File: src/rtl/nn_pkg.sv
// Shared types, default widths and saturation helper for the neuron accumulator.
package nn_pkg;

    typedef enum logic [1:0] {
        IDLE_ACC = 2'd0,
        DRAIN    = 2'd1,
        BIAS     = 2'd2,
        DONE     = 2'd3
    } acc_state_t;

    localparam int NN_DATA_W  = 8;
    localparam int NN_VEC_LEN = 8;
    localparam int NN_ACC_W   = 19;
    localparam int NN_OUT_W   = 16;

    // Clamp a sign-extended value to the signed range of an out_w-bit result.
    function automatic logic signed [63:0] sat_signed(input logic signed [63:0] value,
                                                      input int unsigned        out_w);
        logic signed [63:0] hi;
        logic signed [63:0] lo;
        hi = (64'sd1 <<< (out_w - 1)) - 64'sd1;
        lo = -hi - 64'sd1;
        if (value > hi) begin
            return hi;
        end else if (value < lo) begin
            return lo;
        end
        return value;
    endfunction

endpackage

File: src/rtl/signed_mac_stage.sv
// Product register, product-valid flag and accumulator with zero/clear controls.
module signed_mac_stage #(
    parameter int DATA_W = 8,
    parameter int ACC_W  = 19
) (
    input  logic                     clk_i,
    input  logic                     rst_i,
    input  logic                     clear_i,
    input  logic                     load_i,
    input  logic signed [DATA_W-1:0] data_i,
    input  logic signed [DATA_W-1:0] weight_i,
    input  logic                     acc_zero_i,
    output logic signed [ACC_W-1:0]  acc_o
);

    logic signed [2*DATA_W-1:0] prod_q, prod_d;
    logic                       prod_v_q, prod_v_d;
    logic signed [ACC_W-1:0]    acc_q, acc_d;

    // prod_v follows load each cycle, so every product is folded in exactly once.
    always_comb begin
        prod_d   = prod_q;
        prod_v_d = load_i;
        acc_d    = acc_q;
        if (load_i) begin
            prod_d = data_i * weight_i;
        end
        if (prod_v_q) begin
            acc_d = acc_q + ACC_W'(prod_q);
        end
        if (acc_zero_i) begin
            acc_d = '0;
        end
        if (clear_i) begin
            prod_d   = '0;
            prod_v_d = 1'b0;
            acc_d    = '0;
        end
    end

    always_ff @(posedge clk_i or posedge rst_i) begin
        if (rst_i) begin
            prod_q   <= '0;
            prod_v_q <= 1'b0;
            acc_q    <= '0;
        end else begin
            prod_q   <= prod_d;
            prod_v_q <= prod_v_d;
            acc_q    <= acc_d;
        end
    end

    assign acc_o = acc_q;

endmodule

File: src/rtl/neuron_accumulator.sv
// Vector MAC neuron: accumulate, add bias, optional ReLU, saturate, valid/ready out.
// Build option: NEURON_RELU_EN enables ReLU and the element_index range check.
module neuron_accumulator
    import nn_pkg::*;
#(
    parameter int DATA_W  = NN_DATA_W,
    parameter int VEC_LEN = NN_VEC_LEN,
    parameter int ACC_W   = NN_ACC_W,
    parameter int OUT_W   = NN_OUT_W
) (
    input  logic                     clock,
    input  logic                     reset,
    input  logic                     clear,
    input  logic                     en,
    input  logic [3:0]               element_index,
    input  logic                     new_vector,
    input  logic signed [DATA_W-1:0] data_in,
    input  logic signed [DATA_W-1:0] weight_in,
    input  logic signed [DATA_W-1:0] bias_in,
    output logic                     busy,
    output logic signed [OUT_W-1:0]  result,
    output logic                     result_valid,
    input  logic                     result_ready
);

    localparam int SUM_W = ACC_W + 1;

    acc_state_t               state_q, state_d;
    logic signed [OUT_W-1:0]  result_q, result_d;
    logic                     result_valid_q, result_valid_d;
    logic                     busy_q, busy_d;

    logic                     load;
    logic                     acc_zero;
    logic signed [ACC_W-1:0]  acc;
    logic signed [SUM_W-1:0]  sum;
    logic signed [SUM_W-1:0]  sum_act;
    logic signed [63:0]       sat_wide;

    // Elements are only taken while idle; en during busy or on the marker is dropped.
    assign load     = en && !new_vector && (state_q == IDLE_ACC) && !clear;
    assign acc_zero = (state_q == BIAS);

    signed_mac_stage #(
        .DATA_W (DATA_W),
        .ACC_W  (ACC_W)
    ) u_mac (
        .clk_i      (clock),
        .rst_i      (reset),
        .clear_i    (clear),
        .load_i     (load),
        .data_i     (data_in),
        .weight_i   (weight_in),
        .acc_zero_i (acc_zero),
        .acc_o      (acc)
    );

    always_comb begin
        sum     = SUM_W'(acc) + SUM_W'(bias_in);
        sum_act = sum;
`ifdef NEURON_RELU_EN
        if (sum[SUM_W-1]) begin
            sum_act = '0;
        end
`endif
        sat_wide = sat_signed(64'(sum_act), OUT_W);
    end

    always_comb begin
        state_d  = state_q;
        result_d = result_q;
        case (state_q)
            IDLE_ACC: if (new_vector) state_d = DRAIN;
            DRAIN:    state_d = BIAS;
            BIAS: begin
                result_d = sat_wide[OUT_W-1:0];
                state_d  = DONE;
            end
            DONE:     if (result_ready) state_d = IDLE_ACC;
            default:  state_d = IDLE_ACC;
        endcase
        if (clear) begin
            state_d = IDLE_ACC;
        end
        result_valid_d = (state_d == DONE);
        busy_d         = (state_d != IDLE_ACC);
    end

    always_ff @(posedge clock or posedge reset) begin
        if (reset) begin
            state_q        <= IDLE_ACC;
            result_q       <= '0;
            result_valid_q <= 1'b0;
            busy_q         <= 1'b0;
        end else begin
            state_q        <= state_d;
            result_q       <= result_d;
            result_valid_q <= result_valid_d;
            busy_q         <= busy_d;
        end
    end

    assign result       = result_q;
    assign result_valid = result_valid_q;
    assign busy         = busy_q;

`ifdef NEURON_RELU_EN
    a_index_in_range : assert property (@(posedge clock) disable iff (reset)
        (en && !new_vector && state_q == IDLE_ACC) |-> (element_index < 4'(VEC_LEN)));
`else
    logic unused_idx;
    assign unused_idx = ^{element_index, 4'(VEC_LEN)};
`endif

endmodule
File: config.mk
export PLATFORM = sky130hd
export DESIGN_NAME = neuron_accumulator
export DESIGN_NICKNAME = d
export VERILOG_FILES = /design/src/rtl/nn_pkg.sv /design/src/rtl/signed_mac_stage.sv /design/src/rtl/neuron_accumulator.sv
export SDC_FILE = /design/constraint.sdc
export NUM_CORES = 1
export LEC_CHECK = 0
export ABC_AREA = 1
export CAP_MARGIN = 10
export CORE_ASPECT_RATIO = 1.2
export CORE_MARGIN = 10
export CORE_UTILIZATION = 35
export CTS_CLUSTER_DIAMETER = 120
export DETAILED_ROUTE_END_ITERATION = 7
export SYNTH_ARGS = -nofsm -noshare
export SYNTH_HDL_FRONTEND = slang
export SYNTH_HIERARCHICAL = 1
export SYNTH_SLANG_ARGS = --single-unit
export TNS_END_PERCENT = 50
File: constraint.sdc
create_clock -name clock -period 2.6 [get_ports clock]
set_clock_uncertainty 0.1 [all_clocks]
set_input_delay 0.52 -clock clock [delete_from_list [all_inputs] [get_ports clock]]
set_output_delay 0.52 -clock clock [all_outputs]
set_load 0.01 [all_outputs]
==> flow_summary.toml, run 1 <==
[route]
vias_per_cell = 4.65
wl_per_cell_um = 12.7
drt_iter0_drc = 176
antenna_left = 0
vias = 6812
routed_wl_um = 18600
dr.pass1.iters = 4
drc = 0

[die]
die_w_um = 152
rows = 57
initial_utilization = 0.358
io_pins = 52
die_area_um2 = 27100
chipHeight_um = 178
fp.coreArea_um2 = 20400

[sta]
fin_crit_ns = 3.85
finalCritPeriodShare = 1.48
slew_violations = 0
hold_viol = 0
max_freq_ghz = 0.260
setup_viol_count_final = 12
relSlewSlack = 0.321
worst_pin_slew_ns = 1.02
rsz0062_at_grt = "yes"
setup_slack_ns = -1.25

[grt]
gr-usage-met3 = 0.0152
grt_max_degree = 37
grtUsageMet1 = 0.143
antenna_found_initial = 0
grt-ovfl-total = 0
grt_use_total = 0.137
grt_pass1_vias = 7052
use_met2 = 0.277
grt_pass1_wl_um = 31800
gr-max-usage-layer = "met2"

[clock_tree]
cts_root_buf = "clkbuf_16"
clk_path_buf_depth = 2
h-tree-depth = 2
clk_latency_ns = 0.30
cts_tree = "yes"
cts.sinks = 56
clkSlewWorstSetupHoldPaths_ns = 0.08
numCtsBuffers = 5

[logic_synthesis]
synth_edf_count = 0
async_reset_ff_frac = 1.00
synthAdderAreaFrac = 0.269
synthCells = 1055
synth_top_family_by_area = "simple AND/OR/NAND/NOR gates"
ys.flop_type = "dfrtp_1"
synth.distinct_cells = 42
synth_nets = 1212
yosys_warnings = 6
synth_xor_xnor_area_share = 0.0192
synth_area_um2 = 7310
synth-simple-area-share = 0.303
ys_seq_area_frac = 0.192
ys_ff_latch = 56
synth.avg_cell_area_um2 = 6.92
synth.area.mux_share = 0
synth_compound_area_frac = 0.0856

[placement]
gp_congestion = 0.867
dpl.hpwl_um = 15100
post-place-ws_ns = -2.17
io_buffers = 47

[setup_path]
slowest_delay_ns = 0.57
start_kind = "input port"
crit_slowest_cell = "fa_1"
required_ns = 2.73
worstPathArrival_ns = 3.98
critPathCaptureType = "register"
critPathMaxFanout = 8
crit_path_cell_trace = "buf_8 -> nand2_4 -> inv_2 -> fa_1 -> inv_2 -> fa_1 -> inv_2 -> fa_1 -> inv_2 -> fa_1 -> inv_2 -> ha_4 -> a21o_1 -> a21oi_2 -> nand3_2 -> nand2_1 -> nand2_1 -> o21ai_1"
cp_common_cell = "inv_2"
worst-setup-path-type = "input port to register"

[power]
comb_power_share = 0.689
power_frac_seq = 0.177
vdd_drop_max_uv = 346
p_leak_nw = 5.32
p_clk_frac = 0.134
power.density_nw_per_um2 = 606
power.total_mw = 6.01
internal_power_mw = 3.45
p_switching_mw = 2.56
switching_share = 0.426

[status]
status = "finished with violations"
violations = "negative setup slack"

[final_layout]
area_growth_pct = 35.7
drive_gt1_frac = 0.300
nNetsFinal = 1357
diodes = 0

[worst_hold_path]
hp-class = "register to register"

[run]
drv_cap = 0
-- synthesized netlist by cell type (12+ instances only) --
library cell    n  share of area
fa_1           57           0.16
dfrtp_1        56           0.19
nand2_2        30          0.026
nor2_1         83          0.043
inv_1         219           0.11
clkbuf_1       16         0.0082
a21oi_1        45          0.031
nand2_1       308           0.16
nand3_1        53          0.036
a21oi_2        12          0.014
ha_1           66           0.11
o21ai_0        25          0.017
-- through the flow --
step,utilization,instances,instance area [µm²],TNS [ns],hold WS (ns)
floorplan,-,1055,7610,-13.56,0.353
global placement,0.433,1433,8840,-30.08,0.374
detailed placement,0.433,1433,8840,-31.08,0.381
CTS,0.470,1455,9600,-12.79,0.402
global route,0.486,1466,9920,-14.15,0.416
finish,0.486,1466,9920,-11.93,0.393
-- kinds of logic after synthesis --
| logic type | count (synthesis) |
|---|---|
| AOI/OAI and AO/OA | 103 |
| xor gates and xnor gates | 16 |
| adders and majority gates | 123 |
| buffers and inverters | 245 |
| DFF | 56 |
| and+or+nand+nor | 512 |
-- critical path: cells and delay by family --
kind | cells | cell delay, ns
buffers and inverters | 6 | 0.36
AOI/OAI and AO/OA | 3 | 0.46
and+or+nand+nor | 4 | 0.28
adders and majority gates | 5 | 2.37
-- cells in the final DEF, fill, tap and decap left out, types with 20 or more instances in the layout --
master | netlist | final
inv_2 | 1 | 38
nor2_1 | 83 | 73
buf_6 | 0 | 20
ha_4 | 0 | 28
dfrtp_1 | 56 | 56
buf_4 | 1 | 94
nand2_1 | 308 | 273
clkdlybuf4s50_1 | 0 | 23
inv_1 | 219 | 179
ha_1 | 66 | 35
a21oi_1 | 45 | 25
nand3_1 | 53 | 43
a21oi_2 | 12 | 31
fa_1 | 57 | 49
nand2_2 | 30 | 54
-- per-layer routing --
| metal | wire length (µm) | vias to the layer above |
|---|---|---|
| li1 | - | 3506 |
| met1 | 7570 | 3197 |
| met2 | 10200 | 86 |
| met3 | 442 | 23 |
| met4 | 406 | 0 |
| met5 | 0 | - |
-- state kept, by name (all words and copies together), names as in the netlist --
name	cells
busy	1
result	16
result_valid	1
state_q	2
u_mac/acc_o	19
u_mac/prod_q	16
u_mac/prod_v_q	1
-- final timing paths --
check	from	to	slack [ns]	cells after the start
worst max-delay path	weight_in[4]	u_mac/prod_q[14]	-1.25	18
min in group asynchronous	reset	u_mac/acc_o[5]	0.61	3
worst min-delay path	u_mac/prod_q[13]	u_mac/prod_q[13]	0.39	2
max in group asynchronous	reset	result[7]	1.29	2
worst min register to register	u_mac/prod_q[13]	u_mac/prod_q[13]	0.39	2
worst max register to register	u_mac/acc_o[0]	result[6]	0.17	15
-- what timing repair did --
action	in CTS	in global routing
hold buffers	0	0
resized for setup	201	90
buffers inserted	12	13
cloned	2	0
setup endpoints to repair	28	27
pin swaps	73	61
-- power groups by stage --
stage / Sequential (mW) / Clock [mW] / Combinational [mW]
after global routing: 1.08 / 0.845 / 4.65
final: 1.06 / 0.806 / 4.14
after CTS: 1.07 / 0.826 / 3.86
after floorplan: 1.12 / 0 / 2.30
after detailed placement: 1.08 / 0 / 3.45
after global placement: 1.08 / 0 / 3.38
-- cell type report --
class,count,area [µm²]
Sequential cell,56,1400
Clock buffer,5,125
Tap cell,265,332
Multi-Input combinational cell,754,5690
Clock inverter,3,46.3
Inverter,223,855
Fill cell,2037,10500
Timing Repair Buffer,160,1470
Note: power is estimated with default switching activity, not from simulation.
==> inputs of run 2 (changes only) <==
--- a/config.mk
+++ b/config.mk
@@ -8,12 +8,10 @@
 export ABC_AREA = 1
 export CAP_MARGIN = 10
 export CORE_ASPECT_RATIO = 1.2
-export CORE_MARGIN = 10
 export CORE_UTILIZATION = 35
 export CTS_CLUSTER_DIAMETER = 120
 export DETAILED_ROUTE_END_ITERATION = 7
 export SYNTH_ARGS = -nofsm -noshare
 export SYNTH_HDL_FRONTEND = slang
-export SYNTH_HIERARCHICAL = 1
 export SYNTH_SLANG_ARGS = --single-unit
 export TNS_END_PERCENT = 50
==> flow_summary.toml, run 2 <==
[status]
status = "finished with violations"
violations = "negative setup slack"

[logic_synthesis]
synth.largest_area_cell = "dfrtp_1"
synth.avg_cell_area_um2 = 7.11
synthCells = 985
synth_area_um2 = 7000
ys_seq_area_frac = 0.200
synth.most_common_cell = "nand2_1"
synth_top_area_share = 0.200
synth_edf_count = 0
ys_ff_latch = 56
synth_nets = 1142
netlist_top_cells_count = "nand2_1, inv_1, ha_1"
yosys_warnings = 0
ys.flop_type = "dfrtp_1"
async_reset_ff_frac = 1.00
synth_area_leaders = "dfrtp_1, fa_1, nand2_1"
synth.distinct_cells = 43

[final_layout]
final_cells = 1393
drive_gt1_frac = 0.293
nNetsFinal = 1289
final_common_cell = "nand2_1"
area_growth_pct = 37.7
stdcell_area_um2 = 9640
diodes = 0
largest_reg_flops = 19
fill_cells = 1880
fin_util = 0.493
layout_common_cells = "nand2_1, inv_1, buf_4"

[die]
chipHeight_um = 157
initial_utilization = 0.358
io_pins = 52
die_area_um2 = 20600
fp.coreArea_um2 = 19500
die_w_um = 131
rows = 56

[power]
power.density_nw_per_um2 = 687
p_leak_nw = 5.00
power.total_mw = 6.62
vdd_drop_max_uv = 436

[setup_path]
slowest_delay_ns = 0.58
critPathCaptureType = "register"
required_ns = 2.69
timing.rr.end = "result[7]"
worstPathArrival_ns = 4.02
crit_slowest_cell = "fa_1"
timing.rr.start = "u_mac.acc_o[0]"
crit_family = "adder cells"
crit_path_cell_trace = "buf_12 -> buf_12 -> nand2_8 -> inv_6 -> fa_1 -> inv_2 -> fa_1 -> inv_2 -> fa_1 -> inv_2 -> fa_1 -> inv_2 -> ha_4 -> nand2_4 -> nor2_4 -> nand3_2 -> o2111ai_4 -> a21oi_2 -> o21ai_1 -> nand2_1"
reg2reg_depth = 16
critPathMaxFanout = 5
worst-setup-path-type = "input port to register"
crit_buf_inv = 7
start_kind = "input port"
regToRegSetupSlack_ns = 0.09

[route]
dr.pass1.iters = 4
drt_iter0_drc = 186
routed_wl_um = 17800
drc = 0
wl_per_cell_um = 12.8
antenna_left = 0
vias = 6477
vias_per_cell = 4.65

[grt]
grt_pass1_wl_um = 30100
grt_use_total = 0.185
grt_max_degree = 57
grt-ovfl-total = 0
grt_pass1_vias = 6625
antenna_found_initial = 0

[placement]
dpl.hpwl_um = 14300
dpl-instance-area_um2 = 8550
post-place-ws_ns = -2.24
gp_congestion = 0.894
dp_cells = 1363
io_buffers = 47

[clock_tree]
numCtsBuffers = 5
hold_buffers = 0
h-tree-depth = 2
cts_tree = "yes"
cts.sinks = 56
cts_root_buf = "clkbuf_16"
clk_latency_ns = 0.29
clkSlewWorstSetupHoldPaths_ns = 0.07
clk_path_buf_depth = 2

[worst_hold_path]
hold_path_depth = 2
min-delay-start = "result[11]"
hp-class = "register to register"
min_to = "result[11]"

[sta]
hold_viol = 0
slew_violations = 0
fin_crit_ns = 3.94
worst_pin_slew_ns = 0.500
final.setup.tns_ns = -12.85
rsz0062_at_grt = "yes"
relSlewSlack = 0.667
setup_slack_ns = -1.34
whs_ns = 0.390
finalCritPeriodShare = 1.51
setup_viol_count_final = 12
max_freq_ghz = 0.254

[run]
drv_cap = 0
-- run 2: per-layer routing --
layer	share of wire	GRT usage	wire, µm	vias up
met3	0.017	0.0139	306	41
met2	0.54	0.358	9700	99
met5	0	0	0	-
met1	0.39	0.199	7030	2998
met4	0.043	0.0892	768	0
li1	-	-	-	3339
-- run 2: timing repair --
action                     4_1_cts  5_1_grt
pin swaps                       72       79
cloned                           2        0
resized for setup              177      128
setup buffers                   17        9
setup endpoints to repair       28       28
hold endpoints to repair         0        0
-- run 2: cell type report --
class / count / area [µm²] / area share
clock inverter: 1 / 5.00 / 0.000519
multi-input combinational: 692 / 5470 / 0.567
clock buffer: 6 / 129 / 0.0134
sequential: 56 / 1400 / 0.145
timing repair buffer: 162 / 1500 / 0.155
inverter: 215 / 817 / 0.0848
tap: 261 / 327 / 0.0339
-- run 2: worst max path at each step --
stage	start	endpoint	slack [ns]	depth (start not counted)
after floorplan	weight_in[2]	u_mac.prod_q[12]	-1.50	20
final	weight_in[2]	u_mac.prod_q[14]	-1.34	20
after global placement	data_in[5]	u_mac.prod_q[12]	-2.17	18
after CTS	weight_in[2]	u_mac.prod_q[12]	-1.43	21
after global routing	weight_in[2]	u_mac.prod_q[14]	-1.48	20
after detailed placement	data_in[5]	u_mac.prod_q[12]	-2.24	18
-- run 2: tightest hold or removal path, cell delays in order, from the launching register on --
cell     delay [ns]
dfrtp_1        0.35
nand2_1        0.05
nand2_1        0.06
-- run 2: cell families (layout without fill, tap and decap cells) --
kind of cell	count (synthesis)	after routing	synth area share
xor gates and xnor gates	22	22	0.0275
buffers and inverters	237	384	0.130
AOI/OAI and AO/OA	148	148	0.123
adders and majority gates	123	123	0.281
and+or+nand+nor	399	399	0.238
DFF	56	56	0.200
-- run 2: where the power goes --
part	switching (mW)	internal, mW
combinational	2.51	2.33
clock	0.311	0.352
sequential	0.0985	1.03
==> inputs of run 3 (changes only) <==
==> constraint.sdc (replaced) <==
create_clock -name clock -period 3.74 [get_ports clock]
set_clock_uncertainty 0.1 [all_clocks]
set_input_delay 0.748 -clock clock [delete_from_list [all_inputs] [get_ports clock]]
set_output_delay 0.748 -clock clock [all_outputs]
set_load 0.01 [all_outputs]
==> flow_summary.toml, run 3 (synthesis gave the netlist of run 2 again) <==
[grt]
grt-ovfl-total = 0
grt_pass1_wl_um = 28600
grt_max_degree = 38
grt_use_total = 0.174
antenna_found_initial = 0
grt_pass1_vias = 6331

[sta]
max_freq_ghz = 0.240
setup_viol_count_final = 9
whs_ns = 0.390
relSlewSlack = 0.673
fin_crit_ns = 4.17
slew_violations = 0
rsz0062_at_grt = "yes"
finalCritPeriodShare = 1.11
setup_slack_ns = -0.426
worst_pin_slew_ns = 0.491
hold_viol = 0

[setup_path]
regToRegSetupSlack_ns = 1.11
timing.rr.start = "u_mac.acc_o[0]"
timing.rr.end = "result[4]"
start_kind = "input port"
reg2reg_depth = 15
critPathMaxFanout = 5
worstPathArrival_ns = 4.26
endpoint = "u_mac.prod_q[14]"
critPathLaunch = "weight_in[7]"
required_ns = 3.83
critPathCaptureType = "register"
worst-setup-path-type = "input port to register"

[clock_tree]
clk_path_buf_depth = 2
cts.sinks = 56
clk_latency_ns = 0.30
h-tree-depth = 2
clkSlewWorstSetupHoldPaths_ns = 0.07
cts_tree = "yes"
numCtsBuffers = 5
cts_root_buf = "clkbuf_16"

[final_layout]
stdcell_area_um2 = 8740
area_growth_pct = 24.9
nNetsFinal = 1237
largest_reg_flops = 19
layout_common_cells = "nand2_1, inv_1, buf_4"
drive_gt1_frac = 0.194
final_common_cell = "nand2_1"
diodes = 0

[die]
io_pins = 52
die_w_um = 131
fp.coreArea_um2 = 19500
initial_utilization = 0.358
rows = 56
die_area_um2 = 20600
chipHeight_um = 157

[power]
vdd_drop_max_uv = 282
p_leak_nw = 4.70
power.density_nw_per_um2 = 503
power.total_mw = 4.39

[route]
vias = 6271
wl_per_cell_um = 12.4
drt_iter0_drc = 159
vias_per_cell = 4.67
dr.pass1.iters = 6
antenna_left = 0
routed_wl_um = 16700
drc = 0

[placement]
io_buffers = 47
dpl.hpwl_um = 14100
post-place-ws_ns = -1.40
dpl-instance-area_um2 = 8260
gp_congestion = 0.926

[run]
drv_cap = 0

[worst_hold_path]
hp-class = "register to register"

[status]
violations = "negative setup slack"
status = "finished with violations"
-- run 3: per-layer routing --
metal,part of all wire,vias to the layer above,GRT usage
met5,0,-,0
met4,0.045,0,0.0733
met3,0.018,38,0.0122
met2,0.54,92,0.340
met1,0.40,2911,0.190
li1,-,3230,-
-- run 3: layout make-up --
| type | instances | area [µm²] |
|---|---|---|
| Timing Repair Buffer | 110 | 973 |
| Clock inverter | 3 | 46.3 |
| Clock buffer | 5 | 125 |
| Inverter | 215 | 815 |
| Tap cell | 261 | 327 |
| Multi-Input combinational cell | 692 | 5050 |
| Fill cell | 1947 | 10800 |
| Sequential cell | 56 | 1400 |
-- run 3: stage by stage --
| step | utilization | TNS (ns) | cells |
|---|---|---|---|
| after detailed placement | 0.422 | -12.92 | 1327 |
| after CTS | 0.435 | -3.66 | 1339 |
| after global placement | 0.422 | -12.17 | 1327 |
| final | 0.447 | -2.51 | 1342 |
| after floorplan | - | -3.69 | 985 |
| after global routing | 0.447 | -3.80 | 1342 |
-- run 3: timing repair --
action / in CTS / in global routing
gates resized for setup: 110 / 75
pin swaps: 33 / 57
hold buffers: 0 / 0
setup buffers: 5 / 3
endpoints found under the setup margin: 11 / 11
-- run 3: worst max-delay path, stage by stage --
cell       delay (ns)
buf_8            0.10
buf_6            0.10
fa_1             0.52
inv_1            0.05
fa_1             0.51
inv_2            0.05
fa_1             0.54
inv_2            0.04
fa_1             0.49
inv_2            0.05
ha_4             0.32
a21oi_4          0.07
o21ai_2          0.18
buf_4            0.15
nand2_2          0.07
o2111ai_4        0.08
a21oi_2          0.08
o21ai_1          0.07
nand2_1          0.06
-- run 3: worst min path at each step --
stage                           startpoint               end  slack, ns  depth (start not counted)
after floorplan           u_mac.prod_q[14]  u_mac.prod_q[14]       0.35                          2
after global routing      u_mac.prod_q[11]  u_mac.prod_q[11]       0.42                          2
final                     u_mac.prod_q[13]  u_mac.prod_q[13]       0.39                          2
after CTS                       result[11]        result[11]       0.40                          2
after global placement    u_mac.prod_q[13]  u_mac.prod_q[13]       0.37                          2
after detailed placement        result[11]        result[11]       0.38                          2
-- run 3: report_power, final --
group	internal (mW)	switching, mW
combinational	1.48	1.60
clock	0.319	0.224
sequential	0.714	0.0656
total	2.51	1.89
